## config.mk

```make
export PLATFORM = sky130hd
export DESIGN_NAME = layer_serializer_flat
export DESIGN_NICKNAME = d
export VERILOG_FILES = /design/src/rtl/layer_serializer_if.sv /design/src/rtl/layer_serializer.sv /design/src/flat_wrapper.sv
export SDC_FILE = /design/constraint.sdc
export NUM_CORES = 1
export LEC_CHECK = 0
export ABC_CLOCK_PERIOD_IN_PS = 4700
export BUFFER_PORTS_ARGS = -buffer_cell sky130_fd_sc_hd__buf_2
export CORE_MARGIN = 2
export CORE_UTILIZATION = 45
export CTS_CLUSTER_SIZE = 16
export DETAILED_ROUTE_END_ITERATION = 16
export GPL_ROUTABILITY_DRIVEN = 0
export PLACE_DENSITY_LB_ADDON = 0.12
export SLEW_MARGIN = 40
export SYNTH_ARGS = -nofsm -noshare
export SYNTH_HDL_FRONTEND = slang
export SYNTH_SLANG_ARGS = --single-unit
```

## constraint.sdc

```tcl
create_clock -name clk -period 4.7 [get_ports clk]
set_input_delay 0.705 -clock clk [delete_from_list [all_inputs] [get_ports clk]]
set_output_delay 0.705 -clock clk [all_outputs]
set_load 0.02 [all_outputs]
```

## src/rtl/layer_serializer_if.sv

```systemverilog
// ============================================================================
//  Module      : layer_serializer_if
//  Description : Parallel-capture / serial-emit bundle for layer_serializer.
//                Argmax signals exist only when SER_ARGMAX_EN is defined.
//  Revision    : 1.0 - initial release
// ============================================================================
`default_nettype none

interface layer_serializer_if #(
    parameter int NN        = 30,
    parameter int dataWidth = 16
);
    localparam int IW = (NN > 1) ? $clog2(NN) : 1;

    logic [NN-1:0]           i_valid;
    logic [NN*dataWidth-1:0] i_data;
    logic                    o_valid;
    logic [dataWidth-1:0]    o_data;
    logic                    o_last;
    logic                    busy;
    logic                    overrun;
`ifdef SER_ARGMAX_EN
    logic [IW-1:0]           o_max_idx;
    logic                    o_max_valid;

    modport master (
        input  i_valid, i_data,
        output o_valid, o_data, o_last, busy, overrun, o_max_idx, o_max_valid
    );
    modport slave (
        output i_valid, i_data,
        input  o_valid, o_data, o_last, busy, overrun, o_max_idx, o_max_valid
    );
`else
    modport master (
        input  i_valid, i_data,
        output o_valid, o_data, o_last, busy, overrun
    );
    modport slave (
        output i_valid, i_data,
        input  o_valid, o_data, o_last, busy, overrun
    );
`endif
endinterface

`default_nettype wire

```

## src/rtl/layer_serializer.sv

```systemverilog
// ============================================================================
//  Module      : layer_serializer
//  Description : Captures NN neuron results in one cycle and streams them one
//                word per cycle, neuron 0 first. Optional running argmax is
//                enabled by defining SER_ARGMAX_EN.
//  Revision    : 1.0 - initial release
// ============================================================================
`default_nettype none

module layer_serializer #(
    parameter int NN        = 30,
    parameter int dataWidth = 16
) (
    input  wire                 clk,
    input  wire                 rst,
    layer_serializer_if.master  bus
);
    localparam int CW = (NN > 1) ? $clog2(NN) : 1;
    localparam logic [CW-1:0] c_last = CW'(NN - 1);

    typedef enum logic [0:0] {
        ST_IDLE  = 1'b0,
        ST_SHIFT = 1'b1
    } state_t;

    state_t               r_state;
    logic [CW-1:0]        r_cnt;
    logic [dataWidth-1:0] r_cap [NN];
    logic                 r_valid;
    logic [dataWidth-1:0] r_data;
    logic                 r_last;
    logic                 r_overrun;

    logic [dataWidth-1:0] w_in [NN];
    logic                 w_trig;
    logic                 w_at_last;
    logic                 w_load;
    logic [CW-1:0]        w_cnt_nxt;
    logic [dataWidth-1:0] w_next_word;
    logic                 w_unused_bits;

    for (genvar k = 0; k < NN; k++) begin : g_unpack
        assign w_in[k] = bus.i_data[k*dataWidth +: dataWidth];
    end

    // Only bit 0 of the per-neuron valid vector triggers a capture.
    assign w_trig        = bus.i_valid[0];
    assign w_unused_bits = ^bus.i_valid;
    assign w_at_last     = (r_cnt == c_last);
    assign w_load        = w_trig && ((r_state == ST_IDLE) || w_at_last);
    assign w_cnt_nxt     = r_cnt + 1'b1;
    assign w_next_word   = r_cap[w_cnt_nxt];

    // Output registers always hold the word currently on the bus; r_cnt is its index.
    always_ff @(posedge clk or negedge rst) begin
        if (!rst) begin
            r_state   <= ST_IDLE;
            r_cnt     <= '0;
            r_valid   <= 1'b0;
            r_data    <= '0;
            r_last    <= 1'b0;
            r_overrun <= 1'b0;
            for (int k = 0; k < NN; k++) r_cap[k] <= '0;
        end else begin
            if (w_load) begin
                r_cap   <= w_in;
                r_cnt   <= '0;
                r_valid <= 1'b1;
                r_data  <= w_in[0];
                r_last  <= (NN == 1);
                r_state <= ST_SHIFT;
            end else begin
                case (r_state)
                    ST_IDLE: ;
                    ST_SHIFT: begin
                        if (!w_at_last) begin
                            r_cnt  <= w_cnt_nxt;
                            r_data <= w_next_word;
                            r_last <= (w_cnt_nxt == c_last);
                            if (w_trig) r_overrun <= 1'b1;
                        end else begin
                            r_cnt   <= '0;
                            r_valid <= 1'b0;
                            r_data  <= '0;
                            r_last  <= 1'b0;
                            r_state <= ST_IDLE;
                        end
                    end
                    default: r_state <= ST_IDLE;
                endcase
            end
        end
    end

    assign bus.o_valid = r_valid;
    assign bus.o_data  = r_data;
    assign bus.o_last  = r_last;
    assign bus.busy    = (r_state == ST_SHIFT);
    assign bus.overrun = r_overrun;

`ifdef SER_ARGMAX_EN
    logic signed [dataWidth-1:0] r_max;
    logic [CW-1:0]               r_run_idx;
    logic [CW-1:0]               r_max_idx;
    logic                        r_max_valid;

    // Strict greater-than keeps the lower index on ties.
    always_ff @(posedge clk or negedge rst) begin
        if (!rst) begin
            r_max       <= '0;
            r_run_idx   <= '0;
            r_max_idx   <= '0;
            r_max_valid <= 1'b0;
        end else begin
            r_max_valid <= 1'b0;
            if (w_load) begin
                r_max     <= $signed(w_in[0]);
                r_run_idx <= '0;
            end else if ((r_state == ST_SHIFT) && !w_at_last &&
                         ($signed(w_next_word) > r_max)) begin
                r_max     <= $signed(w_next_word);
                r_run_idx <= w_cnt_nxt;
            end
            if ((r_state == ST_SHIFT) && w_at_last) begin
                r_max_idx   <= r_run_idx;
                r_max_valid <= 1'b1;
            end
        end
    end

    assign bus.o_max_idx   = r_max_idx;
    assign bus.o_max_valid = r_max_valid;
`endif

endmodule

`default_nettype wire

```

## src/flat_wrapper.sv

```systemverilog
// flat-port wrapper written by rule: the top's interface ports become plain ports
module layer_serializer_flat 
#(
    parameter int NN        = 30,
    parameter int dataWidth = 16
)
  (clk, rst, bus_i_valid, bus_i_data, bus_o_valid, bus_o_data, bus_o_last, bus_busy, bus_overrun);
  layer_serializer_if #(.NN(NN), .dataWidth(dataWidth)) bus_i ();
  input  wire clk;
  input  wire rst;
  input wire logic [$bits(bus_i.i_valid)-1:0] bus_i_valid;
  input wire logic [$bits(bus_i.i_data)-1:0] bus_i_data;
  output wire logic [$bits(bus_i.o_valid)-1:0] bus_o_valid;
  output wire logic [$bits(bus_i.o_data)-1:0] bus_o_data;
  output wire logic [$bits(bus_i.o_last)-1:0] bus_o_last;
  output wire logic [$bits(bus_i.busy)-1:0] bus_busy;
  output wire logic [$bits(bus_i.overrun)-1:0] bus_overrun;
  assign bus_i.i_valid = bus_i_valid;
  assign bus_i.i_data = bus_i_data;
  assign bus_o_valid = bus_i.o_valid;
  assign bus_o_data = bus_i.o_data;
  assign bus_o_last = bus_i.o_last;
  assign bus_busy = bus_i.busy;
  assign bus_overrun = bus_i.overrun;
  layer_serializer #(.NN(NN), .dataWidth(dataWidth)) u_core (.clk(clk), .rst(rst), .bus(bus_i));
endmodule
```

Yosys cells after proc, flatten, opt, wreduce, memory -nomap -nowiden. Cells that the tools add are included.

Register bits: 505. Input bits: 512. Output and inout port bits: 20. Logic and storage cells: 68.

Add/subtract/negate cells: 1. $lt $le $gt $ge: 1. Equal/unequal tests: 2. Mux-type cells: 18. Bitwise logic cells: 4. Reduce and logical (&&, ||, !) cells: 6.

Operator list (number): binary-select mux 16 bit (select 5 bit) (1); 2-to-1 mux 16 bit (5); 2-to-1 mux 5 bit (3); equality test 5 bit, second input constant (2); 2-to-1 mux 1 bit (9); greater-or-equal comparator 6 bit, second input constant (1); inverter 5 -> 6 bit (1); adder 5 x 1 -> 5 bit, second input constant (1); AND reduction 4 bit (1); nonzero test 2 bit (2); inverter 1 bit (3); AND reduction 2 bit (1); logical AND 1 bit (1); logical OR 1 bit (1).

Logic depth before layout (Yosys ltp). Gate-level depths: netlist of run 1.

Depth after elaboration: 8. Depth in mapped cells: 15. Mapped depth without buffers: 7.

Worst setup path after synthesis of run 1. No wires, ideal clock.

Path kind: register to register. Start: register u_core.r_cnt[0]. End: register u_core.r_data[13] (netlist: u_core.bus.o_data[13]). Setup time: 0.129 ns. Data arrival time: 3.241 ns. Data required time: 4.571 ns. Setup slack: 1.331 ns. Cell stages (with the launch flop): 15. Path buffers: 8. Clock period less this slack: 3.369 ns. Cell sequence: dfrtp_1 buf_2 buf_6 buf_6 buf_4 buf_4 inv_1 ha_1 buf_2 clkbuf_1 clkbuf_1 mux4_2 nand2_1 a21oi_1 a2111o_1.

Word-level cells in the longest chain between the ends: 8. Elaborated cells between the ends (all ways): 12. Classes of those cells: add/sub: 1; eq/ne: 1; mux: 6; bitwise: 1; reduce/logical: 3.

RTL lines: start, declared (line layer_serializer.sv:27) `logic [CW-1:0] r_cnt;`; start signal, assigned (line layer_serializer.sv:77) `r_cnt <= w_cnt_nxt;`; adder 5 x 1 -> 5 bit (line layer_serializer.sv:51) `assign w_cnt_nxt = r_cnt + 1'b1;`; inverter 5 -> 6 bit (implied by the code) (line layer_serializer.sv:52) `assign w_next_word = r_cap[w_cnt_nxt];`; binary-select mux 16 bit (select 5 bit) (line layer_serializer.sv:52); 2-to-1 mux 16 bit (implied by the code) (2 in a row) (line layer_serializer.sv:52); 2-to-1 mux 16 bit (line layer_serializer.sv:76) `if (!w_at_last) begin`; 2-to-1 mux 16 bit (line layer_serializer.sv:73) `case (r_state)`; 2-to-1 mux 16 bit (line layer_serializer.sv:65) `if (w_load) begin`; end signal, assigned (line layer_serializer.sv:69) `r_data <= w_in[0];`; end signal, assigned (line layer_serializer.sv:78) `r_data <= w_next_word;`; end, declared (line layer_serializer.sv:30) `logic [dataWidth-1:0] r_data;`.

Several ways; a longest one is shown, not always the timed one. The select of a mux whose other input is x is not followed. A chain may end at the register's enable or synchronous reset.

Worst setup path in the final report of run 1.
Start: register u_core.r_cnt[0]. End: register u_core.r_data[14] (netlist: u_core.bus.o_data[14]).

The elaborated chain is that of the path after synthesis.

==> run metrics, run 1 <==
status=finished clean; Slew headroom=48.77%; CP Capture Type=flop; Crit. Startpoint=u_core.r_cnt[0]; static leakage=14.95 nW; Post-Layout Cell Count=3,645; Peak VDD IR=408.8 uV; IO buf count=502; fin nets=3,432; Max Cap Viol=0; DR pass1 iterations=6; Clock Latency Late Sink=610 ps; Worst Setup Slack, final=1266 ps; sequential share of the synthesized area=55.16%; initial antenna violation count=29; Worst Clk Skew=13.55 ps; # rows=82; Storage cell area=0.01264 sq mm; DRT iter0 DRCs=1,518; I/O pin total=532; final setup TNS=0 ps; Clock Pin Slew Worst Setup and Hold Paths=60 ps; TritonCTS Buffers=55; pwr dens=689.3 mW/mm^2; crit path max fanout=39; cts repair resizes=0; RR Startpoint=u_core.r_cnt[0]; clock buffer depth=3; # setup viols final=0; Crit path arrival time=3930 ps; RSZ-0062 raised after global routing=no; Req. time, crit path=5200 ps; postcts setup bufs=0; first-pass GRT wire length=112,900 um; worst flop-to-flop path endpoint=u_core.bus.o_data[14]; area of the multi-input gates=0.009662 sq mm; placed insts=3,531; synth unique cells=45; vias in the first global route=19.56k; Yosys top cell area share=55.16%; H-tree depth=2; hpwl dp=53,920 um; Routed Antenna Nets=0; Async SR Flop Fraction=100.0%; top cells by count, synth=1,522 x nand2_1, 505 x dfrtp_1, 127 x clkbuf_1, 120 x mux4_2, 24 x mux2i_1; vias=19.01k; Final Hold Viols=0; Tightest Pin Transition=766.8 ps; cell taking the most area after synthesis=dfrtp_1; synthesis-to-layout area growth=22.40%; final wirelength=73,870 um; Die Ht=229.6 um; fillers=4,524; most instantiated library cell after synthesis=nand2_1; residual DRC count=0; Yosys reg bits=505; min-delay worst type=in2reg; Post-Syn Instances=2,470; Post-Synthesis Net Count=2,985; dpl cell area=0.02621 sq mm; Tmin final=3434 ps; die area=0.05273 sq mm; Place WS=1216 ps; top post-synthesis cells by area=dfrtp_1 55%, nand2_1 25%, mux4_2 12%, clkbuf_1 2.1%, mux2i_1 1.0%; WL/cell=20.27 um; Root Buffer=clkbuf_16; vias per cell=5.215; R2R Setup Slk=1270 ps; largest net degree at the start of global routing=99; Main synth FF type=dfrtp_1; Pwr Total=0.01933 W; worst reg2reg path depth=8; Post-synth EDFFs=0; kind of critical path=reg2reg; Core Footprint=0.05017 sq mm; share of layout cells above drive strength 1=25.82%; CTS tree=built; CTS Sinks=505; Critical path destination=u_core.bus.o_data[14]; GRT Resource Usage Total=28.29%; upper clock frequency limit=291.2 MHz; period utilization=73.06%; Initial Utilization=45.67%; Slew Limit Fails=0; Netlist Area Pre-Place=0.02291 sq mm; Post-Layout Inst Area=0.02804 sq mm; GRT Residual Overflow=0; die width=229.6 um; Synth Area per Inst=9.276 sq um; Yosys Warn Count=0; critical path launch point type=flop
-- flip-flops by register name, summed over array words and instances, names as in the netlist --
signal	cells
u_core.bus.o_last	1
u_core.r_cnt	5
u_core.bus.o_data	16
u_core.r_cap	480
u_core.bus.overrun	1
u_core.bus.busy	1
u_core.bus.o_valid	1
-- power breakdown --
group	internal, W	total (W)	switching (W)	leakage (nW)
clock	0.00251	0.00429	0.00179	0.875
sequential	0.00604	0.00701	0.000967	6.36
combinational	0.00346	0.00803	0.00457	7.72
-- per-layer routing --
metal | vias up | part of all wire (%) | track usage (%)
met2 | 619 | 46 | 43.59
met3 | 161 | 7.2 | 6.698
li1 | 8831 | - | -
met1 | 9376 | 42 | 38.03
met5 | - | 0.19 | 0
met4 | 22 | 4.5 | 13.29
-- how the worst min path moves through the flow --
stage / start / end / slack (ps) / cells past startpoint
CTS: bus_i_data[441] / u_core.r_cap[41] / 250 / 3
finish: bus_i_data[122] / u_core.r_cap[362] / 280 / 3
global route: bus_i_data[72] / u_core.r_cap[408] / 270 / 3
global placement: u_core.r_cap[314] / u_core.r_cap[314] / 450 / 2
detailed placement: u_core.r_cap[162] / u_core.r_cap[162] / 460 / 2
floorplan: rst / u_core.bus.busy / 410 / 0
-- layout by cell type, fill, tap and decap left out, types with 10 or more instances in the layout --
master | synthesis | layout
a21oi_1 | 22 | 22
buf_12 | 0 | 15
buf_2 | 17 | 501
buf_4 | 6 | 27
clkbuf_1 | 127 | 10
clkbuf_16 | 0 | 55
clkbuf_8 | 0 | 13
dfrtp_1 | 505 | 504
diode_2 | 0 | 18
mux2i_1 | 24 | 24
mux4_2 | 120 | 120
nand2_1 | 1522 | 1521
nand3_1 | 13 | 13
nor2_1 | 15 | 14
-- worst max-delay path: stages (launching register included) --
cell,delay (ps)
dfrtp_4,710
inv_1,220
ha_4,810
buf_4,420
mux4_2,380
mux2i_1,250
a221o_1,190
a31oi_1,40
a31o_2,270
-- layout make-up --
class                           instances  area share [%]
Timing Repair Buffer                  546           10.92
Clock buffer                           78           5.680
Multi-Input combinational cell       1805           34.45
Sequential cell                       505           45.08
Tap cell                              672           2.998
Antenna cell                           18          0.1606
Clock inverter                         17          0.6559
Inverter                                4         0.05354
-- per-stage QoR --
step | hold slack (ps) | util (%)
after CTS | 250.5 | 55.79
final | 281.0 | 55.90
after floorplan | 409.4 | -
after global routing | 269.7 | 55.88
after detailed placement | 457.0 | 52.23
after global placement | 453.5 | 52.17
-- what timing repair did --
| item | in CTS | in global routing |
|---|---|---|
| endpoints found under the hold margin | 29 | 0 |
| endpoints found under the setup margin | 0 | 0 |
| hold buffers | 1 | 0 |
-- cells by family (layout without fill, tap and decap cells) --
group / Yosys count / count (layout) / synth area share (%)
other: 0 / 18 / 0
flip-flops: 505 / 505 / 55.16
buffers and inverters: 160 / 645 / 2.944
adder cells (fa/ha/maj): 3 / 3 / 0.1639
AND/OR/NAND/NOR: 1569 / 1569 / 26.00
multiplexers: 146 / 146 / 12.94
XOR/XNOR: 5 / 5 / 0.1912
AO/OA/AOI/OAI: 82 / 82 / 2.605
(Power assumes the default switching activity.)
==> run 2, diff against run 1 <==
--- a/config.mk
+++ b/config.mk
@@ -5,7 +5,8 @@
 export SDC_FILE = /design/constraint.sdc
 export NUM_CORES = 1
 export LEC_CHECK = 0
-export ABC_CLOCK_PERIOD_IN_PS = 4700
+export ABC_AREA = 1
+export ABC_CLOCK_PERIOD_IN_PS = 3590
 export BUFFER_PORTS_ARGS = -buffer_cell sky130_fd_sc_hd__buf_2
 export CORE_MARGIN = 2
 export CORE_UTILIZATION = 45
==> constraint.sdc (replaced) <==
create_clock -name clk -period 3.59 [get_ports clk]
set_input_delay 0.5385 -clock clk [delete_from_list [all_inputs] [get_ports clk]]
set_output_delay 0.5385 -clock clk [all_outputs]
set_load 0.02 [all_outputs]
==> run 2 against run 1 <==
Net effect:
- clock skew rose by 7.3 ps
- area after synthesis rose by 8.2%
- non-clock buffer count rose by 6
- wire length rose by 10%
- count of clock-buffer cells in the layout rose by 13
- flip-flop and latch count did not move
- sequential share of layout area fell by 2.1 points
- clock power rose by 32%
- maximum frequency rose by 33%
- critical path type unchanged
- largest cell class unchanged
==> run metrics, run 2 <==
worst reg2reg path depth=10 (was 8); Yosys top cell area share=50.99% (was 55.16%); die area=0.05696 sq mm (was 0.05273 sq mm); Core Footprint=0.05477 sq mm (was 0.05017 sq mm); Clock Latency Late Sink=610 ps (about the same); DRT iter0 DRCs=1,905 (was 1,518); fillers=5,431 (was 4,524); R2R Setup Slk=1000 ps (was 1270 ps); Slew headroom=50.48% (was 48.77%); residual DRC count=0 (unchanged); status=finished clean (unchanged); GRT Resource Usage Total=28.26% (was 28.29%); final wirelength=81,290 um (was 73,870 um); most instantiated library cell after synthesis=nand2_1 (unchanged); die width=238.7 um (was 229.6 um); TritonCTS Buffers=55 (unchanged); WL/cell=18.15 um (was 20.27 um); RR Startpoint=u_core.r_cnt[0] (unchanged); Post-Syn Instances=3,329 (was 2,470); worst hold start=bus_i_data[466] (was bus_i_data[122]); Clock Pin Slew Worst Setup and Hold Paths=60 ps (about the same); Yosys reg bits=505 (unchanged); CTS Sinks=505 (unchanged); Peak VDD IR=1373 uV (was 408.8 uV); RSZ-0062 raised after global routing=no (unchanged); cell taking the most area after synthesis=dfrtp_1 (unchanged); Post-Synthesis Net Count=3,844 (was 2,985); fin nets=4,241 (was 3,432); Pwr Total=0.02905 W (was 0.01933 W); hpwl dp=56,370 um (was 53,920 um); Routed Antenna Nets=0 (unchanged); XOR/XNOR Fraction of Synth Area=0.2323% (was 0.1911%); largest net degree at the start of global routing=150 (was 99); Root Buffer=clkbuf_16 (unchanged); Die Ht=238.7 um (was 229.6 um); kind of critical path=reg2reg (unchanged); IO buf count=502 (unchanged); Final Hold Viols=0 (unchanged); vias in the first global route=21.03k (was 19.56k); Simple-Gate Fraction of Synth Area=29.30% (was 26.00%); Post-synth EDFFs=0 (unchanged); final setup TNS=0 ps (unchanged); most frequent cells in the layout=1,324 x nand2_1, 504 x dfrtp_1, 501 x buf_2, 390 x o21ai_0, 370 x inv_1 (was 1,521 x nand2_1, 504 x dfrtp_1, 501 x buf_2, 120 x mux4_2, 55 x clkbuf_16); Post-Synth Adder-Cell Area=0.1515% (was 0.1638%); Req. time, crit path=4120 ps (was 5200 ps); Netlist Area Pre-Place=0.02478 sq mm (was 0.02291 sq mm); sequential share of the synthesized area=50.99% (was 55.16%); vias per cell=4.984 (was 5.215); Most flops, register=u_core.r_cap (unchanged); top post-synthesis cells by area=dfrtp_1 51%, nand2_1 20%, o21ai_0 7.9%, nand3_1 6.4%, inv_1 5.6% (was dfrtp_1 55%, nand2_1 25%, mux4_2 12%, clkbuf_1 2.1%, mux2i_1 1.0%); most common cell after layout, fill and taps aside=nand2_1 (unchanged); static leakage=15.37 nW (was 14.95 nW); initial antenna violation count=5 (was 29); Async SR Flop Fraction=100.0% (unchanged); clock buffer depth=3 (unchanged); Main synth FF type=dfrtp_1 (unchanged); Worst Clk Skew=20.84 ps (was 13.55 ps); critical path launch point type=flop (unchanged); Synth Area per Inst=7.444 sq um (was 9.276 sq um); GRT Residual Overflow=0 (unchanged); post-synthesis mux area share=0% (was 12.94%); H-tree depth=2 (unchanged); CTS tree=built (unchanged); CP Capture Type=flop (unchanged); Max Cap Viol=0 (unchanged); share of layout cells above drive strength 1=17.43% (was 25.82%); largest family of logic cells by synthesized area=simple AND/OR/NAND/NOR gates (unchanged); upper clock frequency limit=385.9 MHz (was 291.2 MHz); top cells by count, synth=1,324 x nand2_1, 505 x dfrtp_1, 390 x o21ai_0, 371 x inv_1, 319 x nand3_1 (was 1,522 x nand2_1, 505 x dfrtp_1, 127 x clkbuf_1, 120 x mux4_2, 24 x mux2i_1); I/O pin total=532 (unchanged); Tightest Pin Transition=742.0 ps (was 766.8 ps); synth unique cells=26 (was 45); crit path max fanout=42 (was 39); period utilization=72.18% (was 73.06%); hold path cells=3 (unchanged); max FFs per register=480 (unchanged); synthesis-to-layout area growth=18.78% (was 22.40%); # setup viols final=0 (unchanged); Min-Delay Endpoint=u_core.r_cap[2] (was u_core.r_cap[362]); first-pass GRT wire length=122,500 um (was 112,900 um); Crit path arrival time=3120 ps (was 3930 ps); Compound-Gate Fraction of Synth Area=8.396% (was 2.605%); Slew Limit Fails=0 (unchanged); Initial Utilization=45.25% (was 45.67%); # rows=86 (was 82); Worst Hold Margin=131.9 ps (was 281.0 ps); Yosys Warn Count=0 (unchanged); pwr dens=987.0 mW/mm^2 (was 689.3 mW/mm^2); worst flop-to-flop path endpoint=u_core.bus.o_data[6] (was u_core.bus.o_data[14]); cts repair resizes=0 (unchanged); Tmin final=2591 ps (was 3434 ps); DR pass1 iterations=6 (unchanged); min-delay worst type=in2reg (unchanged); vias=22.32k (was 19.01k)
## run 2: cell types whose count changed in the layout (fill, tap and decap cells not counted), moves of 9 or more
cell      before   now
o21ai_0        7   390
inv_1          4   370
nand3_1       13   319
nand2_1     1521  1324
nor2_1        14   157
mux4_2       120     0
mux2i_1       24     0
diode_2       18     4
clkbuf_1      10    21
or2_2          1    12
a22o_1         9     0
## run 2: power by group
| part | total [W] | switching, W | internal (W) |
|---|---|---|---|
| Clock | 0.00565 | 0.00233 | 0.00332 |
| Sequential | 0.00921 | 0.000924 | 0.00829 |
| Combinational | 0.0142 | 0.00979 | 0.00441 |
| Total | 0.0291 | 0.0130 | 0.0160 |
## run 2: cells by family (layout without fill, tap and decap cells)
group | after synthesis | in the layout
fa+ha+maj | 3 | 3
other cells | 0 | 4
xor+xnor | 4 | 4
compound gates | 414 | 414
simple gates | 1816 | 1816
buf+inv | 587 | 1028
flops | 505 | 505
## run 2: routing by layer
metal  vias to the layer above  track usage, %  wire length [um]  part of all wire (%)
met2                       689           44.41             37030                    46
met4                         2           9.564              2583                   3.2
met5                         -               0                 7                0.0086
met1                     10490           40.22             36560                    45
li1                      11030               -                 -                     -
met3                       113           4.053              5106                   6.3
## run 2: timing repair
action | CTS | global route
endpoints found under the hold margin | 57 | 0
hold buffers | 1 | 0
setup endpoints to repair | 0 | 0
buffers inserted | 0 | 0
## run 2: worst max-delay path, cell delays in order (launching register included)
cell and delay, ps:
dfrtp_4 580, ha_1 380, xnor2_4 200, buf_4 320
nor2_4 370, nand2_1 100, nand2_1 160, nand2_1 70
nand3_1 80, nand3_1 110, a21oi_1 160
## run 2: per-stage QoR
| stage | util, % | worst slack, ps | instances | cell area, sq um |
|---|---|---|---|---|
| final | 53.74 | 998.8 | 4478 | 29430 |
| after floorplan | - | 1283 | 3329 | 24780 |
| after CTS | 53.72 | 943.3 | 4474 | 29420 |
| after global placement | 50.44 | 994.6 | 4372 | 27630 |
| after global routing | 53.74 | 822.5 | 4478 | 29430 |
| after detailed placement | 50.44 | 951.1 | 4372 | 27630 |
## run 2: worst max-delay path by stage
| stage | endpoint | from | slack, ps | cells past startpoint |
|---|---|---|---|---|
| 3_3_place_gp | u_core.r_cap[377] | u_core.r_cnt[0] | 990 | 9 |
| 2_1_floorplan | u_core.bus.o_data[11] | u_core.r_cnt[0] | 1280 | 14 |
| 6_report | u_core.bus.o_data[6] | u_core.r_cnt[0] | 1000 | 10 |
| 3_5_place_dp | u_core.bus.o_data[15] | u_core.r_cnt[0] | 950 | 10 |
| 4_1_cts | u_core.r_cap[364] | u_core.r_cnt[0] | 940 | 9 |
| 5_1_grt | u_core.bus.o_data[7] | u_core.r_cnt[0] | 820 | 10 |
## run 2: layout make-up
| cell class | instances | area, sq um | share of cell area [%] |
|---|---|---|---|
| well taps | 704 | 880.8 | 2.993 |
| inverters | 375 | 1423 | 4.833 |
| multi-input cells | 2237 | 9504 | 32.29 |
| repair buffers | 552 | 3188 | 10.83 |
| diodes | 4 | 10.01 | 0.03401 |
| clock buffers | 91 | 1684 | 5.722 |
| flip-flops and latches | 505 | 12640 | 42.95 |
| clock inverters | 10 | 103.9 | 0.3528 |
==> run 3, diff against run 2 <==
--- a/config.mk
+++ b/config.mk
@@ -5,8 +5,8 @@
 export SDC_FILE = /design/constraint.sdc
 export NUM_CORES = 1
 export LEC_CHECK = 0
-export ABC_AREA = 1
-export ABC_CLOCK_PERIOD_IN_PS = 3590
+export ABC_AREA = 0
+export ABC_CLOCK_PERIOD_IN_PS = 2500
 export BUFFER_PORTS_ARGS = -buffer_cell sky130_fd_sc_hd__buf_2
 export CORE_MARGIN = 2
 export CORE_UTILIZATION = 45
==> constraint.sdc (replaced) <==
create_clock -name clk -period 2.5 [get_ports clk]
set_input_delay 0.375 -clock clk [delete_from_list [all_inputs] [get_ports clk]]
set_output_delay 0.375 -clock clk [all_outputs]
set_load 0.02 [all_outputs]
==> run 3 against run 2 <==
Net effect:
- the flow now finishes with violations (negative setup slack)
- wire length grew 5.8%
- combinational power grew 27%
- global-route usage grew 4.0 points
- first-iteration DRC count grew 9.4%
- via count shrank 1.6%
- final cell count shrank 7.6%
- core utilization grew 13 points
==> run metrics, run 3 (synthesized netlist as in run 1, its figures left out) <==
Clock Pin Slew Worst Setup and Hold Paths=60 ps (about the same); Buf+Inv Stages, Crit Path=3 (was 1); Pwr Total=0.03957 W (was 0.02905 W); most frequent cells in the layout=1,517 x nand2_1, 504 x dfrtp_1, 501 x buf_2, 430 x dlygate4sd3_1, 120 x mux4_2 (was 1,324 x nand2_1, 504 x dfrtp_1, 501 x buf_2, 390 x o21ai_0, 370 x inv_1); critical path launch point type=flop (unchanged); Root Buffer=clkbuf_16 (unchanged); IO buf count=502 (unchanged); Peak VDD IR=637.3 uV (was 1373 uV); failing checks=negative setup slack; # setup viols final=3 (was 0); Tmin final=2574 ps (was 2591 ps); Worst Setup Slack, final=-73.92 ps (was 998.8 ps); crit path max fanout=23 (was 42); clock buffer depth=3 (unchanged); first-pass GRT wire length=130,100 um (was 122,500 um); Clock Latency Late Sink=610 ps (about the same); worst-path cell chain=clkinv_4, ha_4, buf_12, buf_12, mux4_2, mux4_2, o221ai_1, nand3_1 (was ha_1, xnor2_4, buf_4, nor2_4, nand2_1, nand2_1, nand2_1, nand3_1, nand3_1, a21oi_1); die width=229.6 um (was 238.7 um); vias per cell=5.304 (was 4.984); Slew Limit Fails=0 (unchanged); status=finished with violations (was finished clean); Req. time, crit path=2980 ps (was 4120 ps); Top delay family on crit path=multiplexers (was simple AND/OR/NAND/NOR gates); WL/cell=20.79 um (was 18.15 um); kind of critical path=reg2reg (unchanged); internal cell power=0.02496 W (was 0.01601 W); vias in the first global route=22.87k (was 21.03k); synthesis-to-layout area growth=46.69% (was 18.78%); die area=0.05273 sq mm (was 0.05696 sq mm); Worst Hold Margin=15.02 ps (was 131.9 ps); residual DRC count=0 (unchanged); GRT Resource Usage Total=32.26% (was 28.26%); Tightest Pin Transition=793.6 ps (was 742.0 ps); upper clock frequency limit=388.5 MHz (was 385.9 MHz); CTS Sinks=505 (unchanged); period utilization=103.0% (was 72.18%); Worst Clk Skew=26.75 ps (was 20.84 ps); initial antenna violation count=5 (unchanged); TritonCTS Buffers=53 (was 55); static leakage=17.37 nW (was 15.37 nW); Max Cap Viol=0 (unchanged); Initial Utilization=45.67% (was 45.25%); DR pass1 iterations=5 (was 6); final wirelength=86,040 um (was 81,290 um); largest net degree at the start of global routing=113 (was 150); pwr dens=1178 mW/mm^2 (was 987.0 mW/mm^2); Routed Antenna Nets=0 (unchanged); Crit path largest cell delay=560 ps (was 580 ps); Final Hold Viols=0 (unchanged); GRT Residual Overflow=0 (unchanged); Combinational Power Share=45.5% (was 48.8%); most common cell after layout, fill and taps aside=nand2_1 (unchanged); CP Capture Type=flop (unchanged); clock power share=21.3% (was 19.5%); Most flops, register=u_core.r_cap (unchanged); RSZ-0062 raised after global routing=yes (was no); Slowest-stage cell, CP=mux4_2 (was dfrtp_4); I/O pin total=532 (unchanged); share of layout cells above drive strength 1=24.84% (was 17.43%); Sw Ratio=36.94% (was 44.89%); sw power=0.01462 W (was 0.01304 W); Reg power frac=33.2% (was 31.7%); Slew headroom=47.04% (was 50.48%); Core Footprint=0.05017 sq mm (was 0.05477 sq mm); DRT iter0 DRCs=2,085 (was 1,905); hpwl dp=54,660 um (was 56,370 um); H-tree depth=2 (unchanged); # rows=82 (was 86); min-delay worst type=in2reg (unchanged); fillers=3,788 (was 5,431); Crit path arrival time=3050 ps (was 3120 ps); Die Ht=229.6 um (was 238.7 um); fin nets=3,934 (was 4,241); vias=21.95k (was 22.32k); CTS tree=built (unchanged); max FFs per register=480 (unchanged)
-- run 3: path summary, 6_finish.rpt --
| kind | depth (start not counted) | start | slack (ps) | endpoint |
|---|---|---|---|---|
| setup reg to reg | 8 | u_core.r_cnt[0] | -70 | u_core.bus.o_data[10] |
| hold reg to reg | 2 | u_core.r_cap[42] | 470 | u_core.r_cap[42] |
| hold / removal | 3 | bus_i_data[272] | 20 | u_core.r_cap[192] |
| min in group asynchronous | 2 | rst | 310 | u_core.r_cap[287] |
| max in group asynchronous | 4 | rst | 1250 | u_core.r_cap[155] |
| setup / recovery | 8 | u_core.r_cnt[0] | -70 | u_core.bus.o_data[10] |
-- run 3: final cells by class --
type                       count  area, sq um  area share [%]
sequential                   505        12640           37.61
multi-input combinational   1805         9789           29.13
timing repair buffer        1050         8449           25.14
clock buffer                  82         1618           4.814
tap                          672        840.8           2.502
clock inverter                16        237.7          0.7073
inverter                       4        20.02         0.05957
antenna                        5        12.51         0.03723
-- run 3: tightest hold or removal path: stages --
cell and delay (ps):
buf_2 100, nand2_1 60, nand2_1 50
-- run 3: repair_timing --
item                                   4_1_cts  5_1_grt
setup endpoints to repair                   14      350
pin swaps                                    1        5
endpoints found under the hold margin      470        0
setup buffers                               12        7
gates resized for setup                     20       26
hold buffers                               430        0
cloned                                       5        5
-- run 3: power groups by stage --
stage,clock (W),combinational (W),sequential (W)
2_1_floorplan,0,0.0103,0.0127
3_3_place_gp,0,0.0157,0.0130
3_5_place_dp,0,0.0159,0.0132
4_1_cts,0.00855,0.0176,0.0130
5_1_grt,0.00886,0.0193,0.0135
6_report,0.00844,0.0180,0.0131
-- run 3: through the flow --
step                std cells  setup TNS, ps  cell area [sq um]  utilization [%]  worst slack (ps)
floorplan                2470          -3497              23050                -            -313.0
global route             4139         -686.7              33610            66.99            -128.6
detailed placement       3578         -634.0              26780            53.37            -81.65
global placement         3578         -414.6              26780            53.37            -73.63
finish                   4139         -154.6              33610            66.99            -73.92
CTS                      4123         -70.93              33280            66.33            -52.12
-- run 3: routing by layer --
layer,GRT usage (%),wire length (um),vias up
met5,0,0,-
met4,16.09,4326,0
met3,4.843,5718,273
met2,52.24,40880,1092
met1,42.61,35110,10760
li1,-,-,9830
